**src/rtl/distram14_pkg.sv**
```systemverilog
// distram14_pkg
// Shared constants and the capture FSM state type for the distram14 capture
// reader. One RAM32M16 gives 32 words x 16 bits; the upper pair (DIH) is
// unused, leaving 14 usable bits per lane.
package distram14_pkg;

  localparam int DEPTH = 32;
  localparam int AW    = 5;
  localparam int RAM_W = 14;

  typedef enum logic [1:0] {
    FILL    = 2'd0,
    ARMED   = 2'd1,
    POST    = 2'd2,
    READOUT = 2'd3
  } state_t;

endpackage

```
**src/rtl/distram14_lane.sv**
```systemverilog
// distram14_lane
// One RAM32M16-equivalent lane: 32 x 14 distributed RAM with a synchronous
// write port and an asynchronous read port. The primitive's DIH pair is tied
// off, so only 14 data bits exist here.
//   clk_i   write clock
//   we      write enable
//   wraddr  write address
//   rdaddr  read address (combinational read)
//   din     write data
//   dout    read data, RAM[rdaddr]
module distram14_lane
  import distram14_pkg::*;
(
  input  logic             clk_i,
  input  logic             we,
  input  logic [AW-1:0]    wraddr,
  input  logic [AW-1:0]    rdaddr,
  input  logic [RAM_W-1:0] din,
  output logic [RAM_W-1:0] dout
);

  logic [RAM_W-1:0] mem [DEPTH];

  // Contents are deliberately not reset, matching the LUT RAM primitive.
  always_ff @(posedge clk_i) begin
    if (we) begin
      mem[wraddr] <= din;
    end
  end

  assign dout = mem[rdaddr];

endmodule

```
**src/rtl/distram14_capture_reader.sv**
```systemverilog
// distram14_capture_reader
// Trigger-frozen capture buffer. Samples are written continuously into a
// 32-deep circular buffer; a trigger (once the buffer has been filled) lets
// POSTTRIG more words in, then writes freeze and the 32-word window is
// streamed out oldest-first on a valid/ready master port.
//   clk_i      clock
//   rst_i      asynchronous active-high reset
//   dat_i      NSAMP lanes of NBITS, lane i at [NBITS*i +: NBITS]
//   trig_i     trigger, honoured only in ARMED
//   busy_o     high while in POST or READOUT
//   m_dat_o    readout data (registered), same lane mapping as dat_i
//   m_valid_o  readout valid
//   m_ready_i  downstream accept
//   m_last_o   marks the 32nd beat of the window
module distram14_capture_reader
  import distram14_pkg::*;
#(
  parameter int NSAMP    = 1,
  parameter int NBITS    = 14,
  parameter int POSTTRIG = 8
) (
  input  logic                   clk_i,
  input  logic                   rst_i,
  input  logic [NBITS*NSAMP-1:0] dat_i,
  input  logic                   trig_i,
  output logic                   busy_o,
  output logic [NBITS*NSAMP-1:0] m_dat_o,
  output logic                   m_valid_o,
  input  logic                   m_ready_i,
  output logic                   m_last_o
);

  localparam logic [AW-1:0] POST_END = AW'((POSTTRIG > 0) ? POSTTRIG - 1 : 0);

  state_t                 state;
  logic [AW-1:0]          wraddr;
  logic [AW-1:0]          wraddr_nxt;
  logic [AW-1:0]          rdaddr;
  logic [AW:0]            fill_cnt;
  logic [AW-1:0]          post_cnt;
  logic [AW-1:0]          beat_cnt;
  logic                   load_done;
  logic                   we;
  logic                   load;
  logic                   enter_readout;
  logic [NBITS*NSAMP-1:0] rd_word;

  assign we         = (state != READOUT);
  assign wraddr_nxt = wraddr + 1'b1;
  assign busy_o     = (state == POST) || (state == READOUT);

  // The output register may refill when it is empty or its beat is being
  // taken this cycle, as long as not all 32 beats have been loaded yet.
  assign load = (state == READOUT) && !load_done && (!m_valid_o || m_ready_i);

  // Writes freeze on the cycle the final post-trigger word is stored (or the
  // trigger word itself when POSTTRIG is 0).
  assign enter_readout = ((state == ARMED) && trig_i && (POSTTRIG == 0)) ||
                         ((state == POST) && (post_cnt == POST_END));

  // Lanes share both addresses; RAM bits above NBITS are written as zero.
  for (genvar i = 0; i < NSAMP; i++) begin : g_lane
    logic [RAM_W-1:0] din;
    logic [RAM_W-1:0] dout;
    logic             unused_dout;

    assign din = RAM_W'(dat_i[NBITS*i +: NBITS]);

    distram14_lane u_lane (
      .clk_i  (clk_i),
      .we     (we),
      .wraddr (wraddr),
      .rdaddr (rdaddr),
      .din    (din),
      .dout   (dout)
    );

    assign rd_word[NBITS*i +: NBITS] = dout[NBITS-1:0];
    assign unused_dout               = ^dout;
  end

  // Capture FSM, address pointers and the readout output register.
  always_ff @(posedge clk_i or posedge rst_i) begin
    if (rst_i) begin
      state     <= FILL;
      wraddr    <= '0;
      rdaddr    <= '0;
      fill_cnt  <= '0;
      post_cnt  <= '0;
      beat_cnt  <= '0;
      load_done <= 1'b0;
      m_valid_o <= 1'b0;
      m_last_o  <= 1'b0;
      m_dat_o   <= '0;
    end else begin
      if (we) begin
        wraddr <= wraddr_nxt;
      end

      // At freeze the incremented write pointer names the oldest word.
      if (enter_readout) begin
        state     <= READOUT;
        rdaddr    <= wraddr_nxt;
        beat_cnt  <= '0;
        load_done <= 1'b0;
      end

      unique case (state)
        FILL: begin
          fill_cnt <= fill_cnt + 1'b1;
          if (fill_cnt == (AW+1)'(DEPTH - 1)) begin
            state <= ARMED;
          end
        end
        ARMED: begin
          if (trig_i && (POSTTRIG != 0)) begin
            state    <= POST;
            post_cnt <= '0;
          end
        end
        POST: begin
          post_cnt <= post_cnt + 1'b1;
        end
        READOUT: begin
          if (load) begin
            m_dat_o   <= rd_word;
            m_valid_o <= 1'b1;
            m_last_o  <= (beat_cnt == AW'(DEPTH - 1));
            rdaddr    <= rdaddr + 1'b1;
            beat_cnt  <= beat_cnt + 1'b1;
            if (beat_cnt == AW'(DEPTH - 1)) begin
              load_done <= 1'b1;
            end
          end else if (m_valid_o && m_ready_i && m_last_o) begin
            // Window done: restart filling from scratch so the next window
            // never contains words from before this one.
            m_valid_o <= 1'b0;
            m_last_o  <= 1'b0;
            state     <= FILL;
            fill_cnt  <= '0;
            wraddr    <= '0;
          end
        end
        default: state <= FILL;
      endcase
    end
  end

endmodule

```
**config.mk**
```make
export PLATFORM = sky130hd
export DESIGN_NAME = distram14_capture_reader
export DESIGN_NICKNAME = d
export VERILOG_FILES = /design/src/rtl/distram14_pkg.sv /design/src/rtl/distram14_lane.sv /design/src/rtl/distram14_capture_reader.sv
export SDC_FILE = /design/constraint.sdc
export NUM_CORES = 1
export LEC_CHECK = 0
export BUFFER_PORTS_ARGS = -buffer_cell sky130_fd_sc_hd__buf_2
export CORE_ASPECT_RATIO = 2
export CORE_MARGIN = 5
export CORE_UTILIZATION = 35
export CTS_CLUSTER_DIAMETER = 60
export DETAILED_ROUTE_END_ITERATION = 6
export GPL_TIMING_DRIVEN = 0
export PLACE_DENSITY_LB_ADDON = 0.2
export SLEW_MARGIN = 30
export SYNTH_ARGS = -nofsm -noshare
export SYNTH_HDL_FRONTEND = slang
export SYNTH_SLANG_ARGS = --single-unit
```
**constraint.sdc**
```tcl
create_clock -name clk_i -period 2.8 [get_ports clk_i]
set_clock_uncertainty 0.05 [all_clocks]
set_input_delay 0.42 -clock clk_i [delete_from_list [all_inputs] [get_ports clk_i]]
set_output_delay 0.42 -clock clk_i [all_outputs]
set_load 0.01 [all_outputs]
```
# Word level (Yosys, flattened, before mapping)
# Memory sizes are Yosys's and may differ from the RTL's. A register that Yosys moved wholly into a read port is not among the register bits.
# Cells that the tools add are included.
dict set report word_totals {
  regBits 31
  latchBits 0
  mem_bits_rw 448
  rom_bits 0
  inputBits 18
  output_inout_bits 17
  elab_cells 72
  mem_count 1
}
# name depth word_bits read_ports rd_clocked_by_memory_dff write_ports line_no
set mem_list {}
lappend mem_list {{g_lane[0].u_lane.mem} 32 14 1 1 1 distram14_lane.sv:22} ;# logic [RAM_W-1:0] mem [DEPTH];
dict set report op_classes {
  addsub 5
  mul 0
  div_mod_pow 0
  n_lt_le_gt_ge 0
  n_eq_ne 10
  n_shift 0
  n_mux 30
  n_bitwise 0
  n_reduce_logical 17
}
# operator n
set ops {}
lappend ops {{$mux W5} 11}
lappend ops {{$add A5 B1 Y5 const B} 4}
lappend ops {{$mux W6} 2}
lappend ops {{$pmux W6 S2} 1}
lappend ops {{$mux W2} 5}
lappend ops {{$pmux W5 S2} 1}
lappend ops {{$mux W1} 9}
lappend ops {{$add A6 B1 Y6 const B} 1}
lappend ops {{$eq A6 B5 Y1 const B} 1}
lappend ops {{$ne A2 B2 Y1 const B} 3}
lappend ops {{$pmux W2 S3} 1}
lappend ops {{$reduce_and A2 Y1} 3}
lappend ops {{$reduce_bool A2 Y1} 3}
lappend ops {{$eq A5 B3 Y1 const B} 1}
lappend ops {{$eq A5 B5 Y1 const B} 1}
lappend ops {{$logic_and A1 B1 Y1} 5}
lappend ops {{$eq A2 B2 Y1 const B} 2}
lappend ops {{$reduce_and A3 Y1} 1}
lappend ops {{$eq A2 B1 Y1 const B} 1}
lappend ops {{$logic_not A1 Y1} 2}
lappend ops {{$logic_not A2 Y1} 1}
lappend ops {{$logic_or A1 B1 Y1} 2}
lappend ops {{$ne A2 B1 Y1 const B} 1}

# Depth between registers and ports, before layout
dict set report depth {
  depth_word 6
  depth_mapped 8
  ltp_nobuf 5
}

# Cells and area by module
# A second synthesis with hierarchy kept.
dict set report unflattened {
  cells_unflattened 1212
  area_unflattened_um2 19824.0
}
# mod instances cells_per_inst area_per_inst_um2 seq_area_each_um2
set modules_own_cells {}
lappend modules_own_cells {distram14_lane 1 992 17730.8 13452.9}
lappend modules_own_cells {distram14_capture_reader 1 220 2093.3 1126.1}

# Worst setup path after synthesis
# No wires, ideal clock.
dict set report synth_path {
  path_type {register -> register}
  from {register state[0]}
  to {memory g_lane[0].u_lane.mem[29][0], enable pin}
  setup_ns 0.384
  t_arrival_ns 1.826
  required_time_ns 2.366
  path_slack_ns 0.540
  path_stages_with_launch 6
  path_buffers 2
  period_less_slack_ns 2.260
  cell_sequence {dfrtp_1 clkbuf_1 nand2_1 clkbuf_1 nand2_1 nor2_1}
}
dict set report synth_via {
  elab_chain_cells 3
}
# element line_no
set synth_lines {}
lappend synth_lines {{start: declaration} distram14_capture_reader.sv:35} ;# state_t state;
lappend synth_lines {{start signal: assignment} distram14_capture_reader.sv:85} ;# state <= FILL;
lappend synth_lines {{start signal: assignment} distram14_capture_reader.sv:102} ;# state <= READOUT;
lappend synth_lines {{start signal: assignment} distram14_capture_reader.sv:112} ;# state <= ARMED;
lappend synth_lines {{$ne A2 B2 Y1} distram14_capture_reader.sv:48} ;# assign we = (state != READOUT);
lappend synth_lines {{$mux W1} distram14_lane.sv:26} ;# if (we) begin
lappend synth_lines {{$mux W1 (not written as such)} distram14_lane.sv:27} ;# mem[wraddr] <= din;
lappend synth_lines {{end: declaration} distram14_lane.sv:22}
# No other way between the ends.

==> impl_metrics.yaml <==
die:
  die_area_um2: 60600
  core_area_um2: 55300
  die_x_um: 177
  num_rows: 122
  fp.dieH_um: 343
  initial_core_util_pct: 35.2
  ios: 35
logic_synthesis:
  yosysMostFrequentCell: "edfxtp_1"
  synth_area_leader_cell: "edfxtp_1"
  seq_area_frac_synth_pct: 75.0
  syn_nets: 1049
  ys_ff_latch: 493
  syn_inst: 1022
  syn_area_um2: 19400
  ys_async_sr_fraction_pct: 9.13
  synth_warnings: 0
  synth_edf_count: 448
  avgSynthCellArea_um2: 19.0
  synth_top_area_share_pct: 69.2
  yosys-top-cells-count: "edfxtp_1, mux2i_1, mux4_2, nor2_1, dfrtp_1"
  synthDistinctLibCells: 46
  synthFlopType: "edfxtp_1"
  ys_top_cells_by_area: "edfxtp_1, mux4_2, mux2i_1"
hold_path:
  hp-class: "input port to flip-flop"
clock_tree:
  clock_sinks: 493
  cts-root-buf: "clkbuf_16"
  clk_path_buf_depth: 3
  cts_made_buffers: 42
  worstSkewPairLatency_ps: 560
  cts_tree: "yes"
  htreeDepth: 2
  path_clk_slew_ps: 70
finish:
  syn_to_final_growth_pct: 15.5
  fillers: 4998
  design_area_um2: 22400
  final_cells: 1904
  drive_above_1_share_pct: 24.2
  final_nets: 1158
  multi_input_area_um2: 4610
  regArea_um2: 14600
  insertedDiodeCount: 0
timing:
  period_share_pct: 97.2
  worstMarginPinSlew_ps: 865
  rsz0062_at_grt: "no"
  setup_viol: 0
  hold_viol_final: 0
  hold_slack_ps: 101
  drv_slew: 0
  max_freq_ghz: 0.367
  fin_crit_ps: 2720
  slew_headroom_pct: 42.3
outcome:
  status: "complete, no violations"
pwr:
  peakVddDrop_v: 0.000416
  p_leak_nw: 7.40
  power_density_nw_per_um2: 984
  power.total_mw: 22.1
placed_design:
  place_inst: 1825
  portBuffers: 34
  place.gp.congestion: 0.830
  post-dp-hpwl_mm: 35.7
  dpl-instance-area_um2: 20900
global_routing:
  grt_remaining_overflow: 0
  grt_pass1_wl_mm: 73.6
  grt_start_max_net_pins: 45
  track_usage_pct: 16.9
  antenna_found_initial: 0
  grt_pass1_vias: 10400
drt:
  wirelength_mm: 51.0
  drt_iter0_drc: 707
  post_drt_wl_per_cell_um: 26.8
  drc: 0
  dr.pass1.iters: 6
  ant_nets: 0
  viasPerCell: 5.19
  num_vias: 9876
setup_path:
  crit_path_max_fanout: 10
  worst_ep_required_time_ps: 3200
  ff2ff_setup_slack_ps: 80
  critPathKind: "flip-flop to flip-flop"
  endpoint_kind: "flip-flop"
  worstSetupStartpointType: "flip-flop"
  arrival_ps: 3120
run:
  max-cap-violations: 0
[worst max-delay path: stages (launching register included)]
cell and delay, ps:
dfrtp_1 450, buf_2 360, buf_2 370, mux4_2 360
mux2i_1 460, o2111ai_1 320, o221a_1 210
[cell type report]
cell class / count / area share [%]
repair buffers: 65 / 2.52
multi-input cells: 470 / 20.5
flip-flops and latches: 493 / 64.9
inverters: 5 / 0.0947
plain buffers: 54 / 1.51
clock buffers: 55 / 5.17
clock inverters: 18 / 1.08
well taps: 744 / 4.15
[what timing repair did]
action / in CTS / in global routing
pin swaps: 3 / 0
buffers inserted: 5 / 0
hold buffers: 1 / 0
gates resized for setup: 4 / 6
gates cloned: 0 / 0
hold endpoints to repair: 45 / 0
endpoints found under the setup margin: 177 / 196
[metrics by stage]
stage                     utilization (%)  worst slack [ps]  TNS, ps
after detailed placement             37.8              -292   -20290
after CTS                            40.6              -170   -14690
after global routing                 40.6              8.93        0
after floorplan                         -               540        0
final                                40.6              77.4        0
after global placement               37.2              -695  -173650
[routing by layer]
layer	vias up	GRT usage, %	wire, um	part of all wire (%)
li1	4331	-	-	-
met1	5250	17.4	17400	34
met2	205	32.9	29100	57
met3	90	1.85	1470	2.9
met4	0	9.05	3010	5.9
met5	-	0	0	0
[logic make-up after synthesis]
group | count (synthesis) | synth area share [%]
adders and majority gates | 9 | 0.579
xor gates and xnor gates | 10 | 0.451
DFF | 493 | 75.0
buffers and inverters | 59 | 1.84
and+or+nand+nor | 158 | 3.81
muxes | 188 | 14.2
AOI/OAI and AO/OA | 105 | 4.09
[registers in the layout, indices dropped and copies added (netlist names), 2 cells and up]
| name | flops |
|---|---|
| g_lane.u_lane.mem | 448 |
| wraddr | 5 |
| rdaddr | 5 |
| m_dat_o | 14 |
| post_cnt | 5 |
| beat_cnt | 5 |
| fill_cnt | 6 |
| state | 2 |
[cells in the final DEF (no fill, tap or decap), drive strengths merged, types with 2 or more instances in the layout]
cell and n:
buf 103, nand2 34, bufinv 6, nor3 6, o22ai 27, o21a 2
edfxtp 448, a22o 2, a21oi 11, nor2 67, a22oi 3, a211oi 2
nand4 4, or3 14, xnor2 3, xor2 7, nand3 11, o2111ai 13
inv 6, mux2i 115, ha 9, dfrtp 45, o221a 14, or3b 3
nor2b 3, nand3b 6, clkbuf 70, and3 3, mux4 70, o22a 15
clkinv 10, and2 3, o21ai 11, mux2 3
[final timing paths]
check	from	to	cells past startpoint
worst max-delay path	rdaddr[1]$_DFF_PP0_	m_dat_o[13]$_DFFE_PP0P_	6
worst min-delay path	trig_i	state[1]$_DFF_PP0_	3
worst max register to register	rdaddr[1]$_DFF_PP0_	m_dat_o[13]$_DFFE_PP0P_	6
worst min register to register	post_cnt[4]$_DFFE_PP0P_	post_cnt[4]$_DFFE_PP0P_	1
max in group asynchronous	rst_i	m_dat_o[3]$_DFFE_PP0P_	4
min in group asynchronous	rst_i	fill_cnt[4]$_DFFE_PP0P_	3
[where the power goes]
group          leakage [nW]  switching [mW]  internal [mW]
combinational          2.15            4.09           2.64
sequential             4.56           0.357           8.93
clock                 0.690            2.60           3.48
(Power assumes the default switching activity.)
